File: config.mk
export PLATFORM = sky130hd
export DESIGN_NAME = keypad_scan_ctrl
export DESIGN_NICKNAME = d
export VERILOG_FILES = /design/src/rtl/keypad_pkg.sv /design/src/rtl/kp_debounce_cnt.sv /design/src/rtl/keypad_scan_ctrl.sv
export SDC_FILE = /design/constraint.sdc
export NUM_CORES = 1
export LEC_CHECK = 0
export ABC_CLOCK_PERIOD_IN_PS = 2900
export BUFFER_PORTS_ARGS = -buffer_cell sky130_fd_sc_hd__buf_4
export CELL_PAD_IN_SITES_DETAIL_PLACEMENT = 0
export CELL_PAD_IN_SITES_GLOBAL_PLACEMENT = 1
export CORE_UTILIZATION = 40
export CTS_CLUSTER_DIAMETER = 30
export DETAILED_ROUTE_END_ITERATION = 16
export GPL_TIMING_DRIVEN = 0
export HOLD_SLACK_MARGIN = 0.1
export PLACE_DENSITY_LB_ADDON = 0.25
export SKIP_CTS_REPAIR_TIMING = 1
export SLEW_MARGIN = 25
export SYNTH_ARGS = -nofsm -noshare
export SYNTH_HDL_FRONTEND = slang
export SYNTH_SLANG_ARGS = --single-unit
File: constraint.sdc
create_clock -name int_osc -period 2.9 [get_ports int_osc]
set_clock_uncertainty 0.15 [all_clocks]
set_input_delay 0.145 -clock int_osc [delete_from_list [all_inputs] [get_ports int_osc]]
set_output_delay 0.145 -clock int_osc [all_outputs]
set_load 0.01 [all_outputs]
File: src/rtl/keypad_pkg.sv
// Shared types, constants and helpers for the 4x4 hex keypad scanner.
// Holds the controller state enum, the row-drive pattern and the key legend.
package keypad_pkg;

    typedef enum logic [1:0] {
        SCAN     = 2'd0,
        DEBOUNCE = 2'd1,
        HELD     = 2'd2,
        RELEASE  = 2'd3
    } kp_state_e;

    localparam logic [3:0] ROW0_DRIVE = 4'b1110;

    // Active-low row select: the row-0 pattern rotated left by the row index.
    function automatic logic [3:0] row_drive(input logic [1:0] row);
        logic [3:0] drive;
        case (row)
            2'd0:    drive = ROW0_DRIVE;
            2'd1:    drive = {ROW0_DRIVE[2:0], ROW0_DRIVE[3]};
            2'd2:    drive = {ROW0_DRIVE[1:0], ROW0_DRIVE[3:2]};
            default: drive = {ROW0_DRIVE[0], ROW0_DRIVE[3:1]};
        endcase
        return drive;
    endfunction

    // Lowest-index column reading 0; only meaningful when some column is low.
    function automatic logic [1:0] first_low_col(input logic [3:0] cols);
        logic [1:0] idx;
        idx = 2'd3;
        for (int i = 3; i >= 0; i--) begin
            if (!cols[i]) idx = 2'(i);
        end
        return idx;
    endfunction

    function automatic logic [3:0] key_map(input logic [1:0] row, input logic [1:0] col);
        logic [3:0] code;
        case ({row, col})
            4'h0:    code = 4'h1;
            4'h1:    code = 4'h2;
            4'h2:    code = 4'h3;
            4'h3:    code = 4'hA;
            4'h4:    code = 4'h4;
            4'h5:    code = 4'h5;
            4'h6:    code = 4'h6;
            4'h7:    code = 4'hB;
            4'h8:    code = 4'h7;
            4'h9:    code = 4'h8;
            4'hA:    code = 4'h9;
            4'hB:    code = 4'hC;
            4'hC:    code = 4'hE;
            4'hD:    code = 4'h0;
            4'hE:    code = 4'hF;
            default: code = 4'hD;
        endcase
        return code;
    endfunction

endpackage

File: src/rtl/kp_debounce_cnt.sv
// Saturating stability counter with synchronous clear and enable.
// done is high while the count equals N; the count never wraps.
module kp_debounce_cnt #(
    parameter int N = 8,
    parameter int W = $clog2(N) + 1
) (
    input  logic         clk,
    input  logic         rst_n,
    input  logic         clr,
    input  logic         en,
    output logic [W-1:0] count,
    output logic         done
);

    assign done = (count == W'(N));

    // NOTE: state registers use non-blocking assignments so every flop
    // samples pre-edge values and simulation ordering cannot change results.
    always_ff @(posedge clk or negedge rst_n) begin
        if (!rst_n) begin
            count <= '0;
        end else if (clr) begin
            count <= '0;
        end else if (en && !done) begin
            count <= count + W'(1);
        end
    end

endmodule

File: src/rtl/keypad_scan_ctrl.sv
// Row-scanning keypad controller with press/release debounce and a
// single-cycle key_valid strobe. Define KEYPAD_REPEAT_EN for auto-repeat.
module keypad_scan_ctrl
    import keypad_pkg::*;
#(
    parameter int SCAN_DIV        = 4,
    parameter int DEBOUNCE_CYCLES = 8,
    parameter int REPEAT_CYCLES   = 64
) (
    input  logic       int_osc,
    input  logic       reset,
    input  logic [3:0] col_sync,
    output logic [3:0] r_sel,
    output logic [3:0] key_code,
    output logic       key_valid,
    output logic       key_held
);

    localparam int DWELL_W = $clog2(SCAN_DIV) + 1;
    localparam int DB_W    = $clog2(DEBOUNCE_CYCLES) + 1;

    if (SCAN_DIV < 2 || DEBOUNCE_CYCLES < 1 || REPEAT_CYCLES < 1) begin : g_param_check
        $error("keypad_scan_ctrl: SCAN_DIV must be >= 2, other periods >= 1");
    end

    kp_state_e          state, state_next;
    logic [1:0]         row, row_next;
    logic [1:0]         col_idx, col_idx_next;
    logic [DWELL_W-1:0] dwell, dwell_next;
    logic [3:0]         key_code_next;
    logic               key_valid_next;

    logic               db_clr, db_en, db_done;
    logic [DB_W-1:0]    db_count;
    logic               col_pressed;
    logic               db_last;

`ifdef KEYPAD_REPEAT_EN
    localparam int RPT_W = $clog2(REPEAT_CYCLES) + 1;
    logic [RPT_W-1:0]   rpt_cnt, rpt_next;
`endif

    // Only the latched column of the frozen row is ever observed after a hit.
    assign col_pressed = ~col_sync[col_idx];
    assign db_last     = (db_count == DB_W'(DEBOUNCE_CYCLES - 1));
    assign key_held    = (state == HELD) || (state == RELEASE);

    kp_debounce_cnt #(
        .N (DEBOUNCE_CYCLES),
        .W (DB_W)
    ) u_debounce_cnt (
        .clk   (int_osc),
        .rst_n (reset),
        .clr   (db_clr),
        .en    (db_en),
        .count (db_count),
        .done  (db_done)
    );

    // NOTE: every signal written here gets a default first, so no path
    // through the case leaves a value unassigned and no latch is inferred.
    always_comb begin
        state_next     = state;
        row_next       = row;
        col_idx_next   = col_idx;
        dwell_next     = dwell;
        key_code_next  = key_code;
        key_valid_next = 1'b0;
        db_clr         = 1'b0;
        db_en          = 1'b0;
`ifdef KEYPAD_REPEAT_EN
        rpt_next       = '0;
`endif

        unique case (state)
            SCAN: begin
                db_clr = 1'b1;
                if (col_sync != 4'hF) begin
                    state_next   = DEBOUNCE;
                    col_idx_next = first_low_col(col_sync);
                    dwell_next   = '0;
                end else if (dwell == DWELL_W'(SCAN_DIV - 1)) begin
                    dwell_next = '0;
                    row_next   = row + 2'd1;
                end else begin
                    dwell_next = dwell + DWELL_W'(1);
                end
            end

            DEBOUNCE: begin
                if (db_done) begin
                    state_next = HELD;
                end else if (col_pressed) begin
                    db_en = 1'b1;
                    // Load one cycle early so code and strobe appear as the count lands on N.
                    if (db_last) begin
                        key_code_next  = key_map(row, col_idx);
                        key_valid_next = 1'b1;
                    end
                end else begin
                    db_clr     = 1'b1;
                    state_next = SCAN;
                    row_next   = row + 2'd1;
                end
            end

            HELD: begin
                db_clr = 1'b1;
                if (!col_pressed) begin
                    state_next = RELEASE;
                end
`ifdef KEYPAD_REPEAT_EN
                else if (rpt_cnt == RPT_W'(REPEAT_CYCLES - 1)) begin
                    key_valid_next = 1'b1;
                end else begin
                    rpt_next = rpt_cnt + RPT_W'(1);
                end
`endif
            end

            RELEASE: begin
                if (db_done) begin
                    db_clr     = 1'b1;
                    state_next = SCAN;
                    row_next   = row + 2'd1;
                end else if (!col_pressed) begin
                    db_en = 1'b1;
                end else begin
                    db_clr     = 1'b1;
                    state_next = HELD;
                end
            end
        endcase
    end

    always_ff @(posedge int_osc or negedge reset) begin
        if (!reset) begin
            state     <= SCAN;
            row       <= '0;
            col_idx   <= '0;
            dwell     <= '0;
            r_sel     <= ROW0_DRIVE;
            key_code  <= '0;
            key_valid <= 1'b0;
`ifdef KEYPAD_REPEAT_EN
            rpt_cnt   <= '0;
`endif
        end else begin
            state     <= state_next;
            row       <= row_next;
            col_idx   <= col_idx_next;
            dwell     <= dwell_next;
            r_sel     <= row_drive(row_next);
            key_code  <= key_code_next;
            key_valid <= key_valid_next;
`ifdef KEYPAD_REPEAT_EN
            rpt_cnt   <= rpt_next;
`endif
        end
    end

endmodule
==> results of run 1 <==
-- cells by family after synthesis --
kind of cell             count (synthesis)
AND/OR/NAND/NOR                         40
flip-flops                              22
AO/OA/AOI/OAI                           19
buffers and inverters                   14
multiplexers                             8
adder cells (fa/ha/maj)                  8
XOR/XNOR                                 6
-- synthesized netlist by cell type, types with 4 or more instances --
library cell   n
dfrtp_1       19
inv_1          8
mux2i_1        5
nand2_1        6
ha_1           8
a21oi_1        6
xnor2_1        4
clkbuf_1       5
nor2_1        11
-- cell usage in the layout (no fill, tap or decap), types with 4 or more instances in the layout --
| cell | netlist | final |
|---|---|---|
| dfrtp_1 | 19 | 19 |
| mux2i_1 | 5 | 5 |
| buf_4 | 0 | 15 |
| ha_1 | 8 | 8 |
| inv_1 | 8 | 8 |
| clkbuf_1 | 5 | 6 |
| dlygate4sd3_1 | 0 | 4 |
| nand2_1 | 6 | 6 |
| a21oi_1 | 6 | 6 |
| nor2_1 | 11 | 11 |
| xnor2_1 | 4 | 4 |
-- layer usage --
metal | up-vias | GRT usage | routed length (um)
met5 | - | 0 | 0
met4 | 0 | 0.0732 | 43
met3 | 5 | 0.0272 | 55
met2 | 14 | 0.236 | 951
met1 | 408 | 0.207 | 1050
li1 | 461 | - | -
-- power by group through the flow --
stage	combinational, mW	sequential [mW]	clock [mW]
finish	0.603	0.466	0.143
global route	0.691	0.480	0.165
CTS	0.591	0.467	0.155
detailed placement	0.587	0.474	0
global placement	0.579	0.475	0
floorplan	0.446	0.472	0
-- registers in the layout, summed over array words and instances, names as in the netlist --
signal	flops
col_idx	2
u_debounce_cnt.count	4
row	2
state	2
key_valid	1
key_code	4
dwell	3
r_sel	4
-- final timing paths --
path / endpoint / slack, ps / depth (start not counted)
worst min register to register: key_code[1] / 380 / 1
worst min-delay path: col_idx[1] / 100 / 2
worst max register to register: key_code[0] / 650 / 3
min in group int_osc: dwell[2] / 160 / 5
worst max-delay path: key_code[0] / 650 / 3
max in group asynchronous: r_sel[3] / 2220 / 2
-- final cells by class --
type / count / area (sq um) / share of cell area
Inverter: 8 / 30.0 / 0.0208
Sequential cell: 22 / 554 / 0.384
Tap cell: 31 / 38.8 / 0.0269
Multi-Input combinational cell: 81 / 618 / 0.428
Timing Repair Buffer: 19 / 153 / 0.106
Clock buffer: 4 / 26.3 / 0.0182
Buffer: 6 / 22.5 / 0.0156
-- metrics by stage --
step	hold WS [ps]	total power, mW	setup WS, ps	util	instances
2_1_floorplan	-301	0.918	820	-	117
3_3_place_gp	-98.8	1.05	647	0.487	163
3_5_place_dp	-97.1	1.06	650	0.487	163
4_1_cts	-455	1.21	630	0.496	167
5_1_grt	107	1.34	536	0.510	171
6_report	96.5	1.21	654	0.510	171
-- worst max-delay path: cells and delay by family (launching register included) --
kind / cells / cell delay (ps)
flops: 1 / 520
mux: 2 / 1020
simple gates: 1 / 450
==> results.md, run 1 <==
* RSZ-0062 raised after global routing: no
* Critical path startpoint: col_idx[0]
* Largest net degree at the start of global routing at 23
* Hold Vio Cnt, Final at 0
* Fmax at approximately 0.45 GHz
* First-pass GRT wire length at 3830 um
* Antenna Nets Post-Route at 0
* Fin nets at 155
* Max-slew violations at 0
* Layout cells sized above 1 at 0.221
* TritonCTS clock tree: built
* Core Footprint at 0.00283 sq mm
* Top post-synthesis cells by area: dfrtp_1 39%, ha_1 8.2%, dfstp_2 6.4%
* Synth cell types at 38
* Xor-xnor portion of the synthesized cell area at 0.0429
* Synth Register Bits at 22
* Die Span Y at 57.3 um
* Vias in the first global route at 853
* Post-Synth Adder-Cell Area at 0.0817
* CTS Sinks at 22
* Post-route cell area at between 0.001 and 0.0015 sq mm
* Crit-path max FO at 8
* Die area at around 0.0033 sq mm
* PwrDens at 841 mW/mm^2
* Sw frac at 0.382
* Drt pass-1 iters at 10
* Antenna Cells at 0
* Post-synth top flop: dfrtp_1
* Arrival time of the worst setup path at about 2300 ps
* Main combinational cell family by area after synthesis: simple AND/OR/NAND/NOR gates
* Post-synth net total at roughly 130
* Tcrit/Tclk final at 0.774
* Antenna violations before repair at 0
* Reg power frac at 0.384
* CTS Buf Count at 3
* Critical path's slowest cell: mux4_2
* Tmin final at 2250 ps
* Clock slew at reported path FFs at 120 ps
* Crit. End Element: flop
* Post-Synth Simple-Gate Area at 0.190
* Post-Route WL at 2100 um
* Number of setup violations in the final report at 0
* Leak pwr at just under 0.7 nW
* Hpwl dp at 1520 um
* Placement row count at 19
* Post-synth top area cell: dfrtp_1
* Internal power at between 700 and 800 uW
* CP cell instances: mux4_2 -> nor3b_2 -> mux2_2
* Clk Latency, worst-skew pair at 310 ps
* Root buf cell: clkbuf_4
* Failing checks: DRC
* Clock power share at 0.118
* Fill count at 260
* 1st-iter DRT viols at 32
* RePlAce Congestion at ~0.7
* Setup TNS at 0 ps
* Ys async rst share at 1.00
* Yosys top cell area share at 0.388
* DIE WIDTH at ~57 um
* Comb pwr share at 0.497
* Nature of the critical path startpoint: flop
* Multiplexer area fraction after synthesis at 0.0776
* WS Path Type: flop to flop
* Slew at the pin closest to its max-slew limit at 603 ps
* H-tree Lvls at 1
* Clock Path Buffers at 2
* Number of buffers added on ports at 15
* CP max stage delay at 630 ps
* Area growth, synth to finish at 17.8%
* Maxcap violations at 0
* Mapped Cells at about 120
* Compound-cell area share of the yosys netlist at 0.112
* RR Startpoint: col_idx[0]
* Status: finished with violations
* Via count at a little under 900
* Top-level port count at 16
* DRC at 4
* GRT Total Usage at 0.152
* Post-synth EDFFs at 0
* Avg Cell Area, Syn at 10.5 sq um
* Synthesized area at 0.00122 sq mm
* Placed cell area at 0.00138 sq mm
* Hold Path Class: input port to async pin
* Initial core utilization at 0.433
* WP data required at about 3000 ps
* Yosys warns at 0
* Vias per cell at a little over 5
* Sequential area share after synthesis at 0.453
* Routed wire length per instance at about 12 um
* NetSw at approximately 460 uW
* Total congestion overflow at 0
* Relative max-transition margin at 0.594
* VDD IR-drop max at 0.348 mV
Power figures use the tool's default switching activity.
==> inputs of run 2 (changes only) <==
Settings changed: ABC_CLOCK_PERIOD_IN_PS 2900 to 1850, CORE_UTILIZATION 40 to 39.
Clock period 2.9 ns to 1.85 ns, I/O delays scaled along.
==> results.md, run 2 (synthesized netlist as in run 1, its figures left out) <==
* Via count at 930 (+4.7%)
* Final worst-path setup slack at -155 ps (-809 ps)
* CTS Buf Count at 3 (unchanged)
* Vias in the first global route at 853 (unchanged)
* Top-level port count at 16 (unchanged)
* Placed cell area at 0.00139 sq mm (+1.1%)
* Number of buffers added on ports at 15 (unchanged)
* Number of setup violations in the final report at 11 (+11)
* Hold_ws at -81.5 ps (-178 ps)
* Root buf cell: clkbuf_4
* Worst R2R Setup Slack at -150 ps (-810 ps)
* Clock slew at reported path FFs at 120 ps (about the same)
* Failing checks: hold timing, setup timing
* Fin nets at 165 (+6.5%)
* Post-Route WL at 2290 um (+9.0%)
* Post-route cell area at 0.00159 sq mm (+10%)
* Die area at 0.00337 sq mm (+2.5%)
* Layout cells sized above 1 at 0.327 (+0.105)
* Hold Vio Cnt, Final at 1 (+1)
* WP data required at 1910 ps (-1050 ps)
* GRT Total Usage at 0.146 (-0.00632)
* Antenna Nets Post-Route at 0 (unchanged)
* Hold Path Class: input port to flop
* Area growth, synth to finish at 30.1%
* PwrDens at 1300 mW/mm^2 (+55%)
* Initial core utilization at 0.426 (-0.00716)
* Die Span Y at 58.0 um (+1.2%)
* Vias per cell at 4.84 (-6.7%)
* Fmax at 0.499 GHz (+12%)
* Setup WS pre-CTS at -296 ps (-946 ps)
* Fill count at 254 (-2.3%)
* Status: finished with violations
* Clock Path Buffers at 2 (unchanged)
* Max-slew violations at 0 (unchanged)
* Drt pass-1 iters at 4 (-6)
* Slew at the pin closest to its max-slew limit at 885 ps (+282 ps)
* RR Startpoint: col_idx[0]
* Most frequent cells in the layout: 24 x buf_4, 18 x dfrtp_1, 9 x nor2_1
* DRC at 0 (-4)
* RePlAce Congestion at 0.749 (+4.2%)
* Core Footprint at 0.00288 sq mm (+1.7%)
* VDD IR-drop max at 0.600 mV (+72%)
* Antenna violations before repair at 0 (unchanged)
* Hpwl dp at 1580 um (+4.5%)
* Tmin final at 2000 ps (-241 ps)
* Commonest non-fill, non-tap cell in the layout: buf_4
* Arrival time of the worst setup path at 2060 ps (-240 ps)
* Worst Hold Path EP: col_idx[0]
* DR top layer: met4
* Met2 WL at 1130 um (+19%)
* RSZ-0062 raised after global routing: yes
* Routed wire length per instance at 11.9 um (-2.9%)
* First-pass GRT wire length at 3800 um (-0.73%)
* Met3 wire length at 83 um (+51%)
* Tcrit/Tclk final at 1.08 (+0.309)
* Wl on met1 at 1060 um (+1.1%)
* Clk Latency, worst-skew pair at 300 ps (about the same)
* Min-Delay Startpoint: col_sync[3]
* WS Path Type: flop to flop
* Hold depth at 3
* H-tree Lvls at 1 (unchanged)
* Total congestion overflow at 0 (unchanged)
* Crit-path max FO at 4 (-4)
* Largest net degree at the start of global routing at 23 (unchanged)
* Crit. End Element: flop
* TritonCTS clock tree: built
* Nature of the critical path startpoint: flop
* Leak pwr at 0.754 nW (+9.9%)
* Biggest regs: key_code x4, r_sel x4, u_debounce_cnt.count x4
* Placement row count at 19 (unchanged)
* Maxcap violations at 0 (unchanged)
* CTS Sinks at 22 (unchanged)
* Relative max-transition margin at 0.408 (-0.186)
* Worst r2r dst: row[0]
* Antenna Cells at 0 (unchanged)
* DIE WIDTH at 58.0 um (+1.2%)
* Worst r2r path cells at 4 (+1)
* 1st-iter DRT viols at 23 (-28%)
[run 2: cell types whose count changed in the layout (fill, tap and decap cells not counted), sizes merged]
cell  delta
buf     +10
[run 2: how the worst max path moves through the flow]
stage                             end  slack [ps]  startpoint  depth (start not counted)
after floorplan                row[0]        -180  col_idx[0]                          4
after global placement    key_code[1]        -310  col_idx[0]                          3
after detailed placement  key_code[1]        -300  col_idx[0]                          3
after CTS                 key_code[1]        -310  col_idx[0]                          3
after global routing      key_code[1]        -190  col_idx[0]                          4
final                          row[0]        -150  col_idx[0]                          4
[run 2: final cells by class]
| class | instances | area [sq um] | area share |
|---|---|---|---|
| inverters | 8 | 30.0 | 0.0188 |
| multi-input cells | 81 | 664 | 0.417 |
| clock buffers | 4 | 36.3 | 0.0228 |
| well taps | 42 | 52.6 | 0.0330 |
| repair buffers | 29 | 231 | 0.145 |
| flip-flops and latches | 22 | 556 | 0.349 |
| plain buffers | 6 | 23.8 | 0.0149 |
[run 2: report_power, final]
group	internal (mW)	switching, mW	leakage, nW
Clock	0.120	0.140	0.0210
Combinational	0.559	0.534	0.455
Sequential	0.626	0.0912	0.278
Total	1.31	0.765	0.754
[run 2: routing by layer]
layer	GRT usage	vias up
met2	0.236	19
met5	0	-
met4	0.0306	0
met1	0.197	430
met3	0.0402	2
li1	-	479
[run 2: worst max-delay path, cell delays in order, from the launching register on]
cell and delay [ps]:
dfrtp_2 410, mux4_2 550, and3_4 200, or4_4 420, and2_4 170
[run 2: stage by stage]
step           TNS, ps  total power, mW  hold slack (ps)  utilization  cells
5_1_grt          -2850             2.26            -88.6        0.554    192
2_1_floorplan     -646             1.44             -353            -    117
3_3_place_gp     -2030             1.65             -150        0.484    174
4_1_cts          -2350             1.94             -496        0.496    178
6_report          -848             2.07            -81.5        0.554    192
3_5_place_dp     -2130             1.67             -148        0.484    174
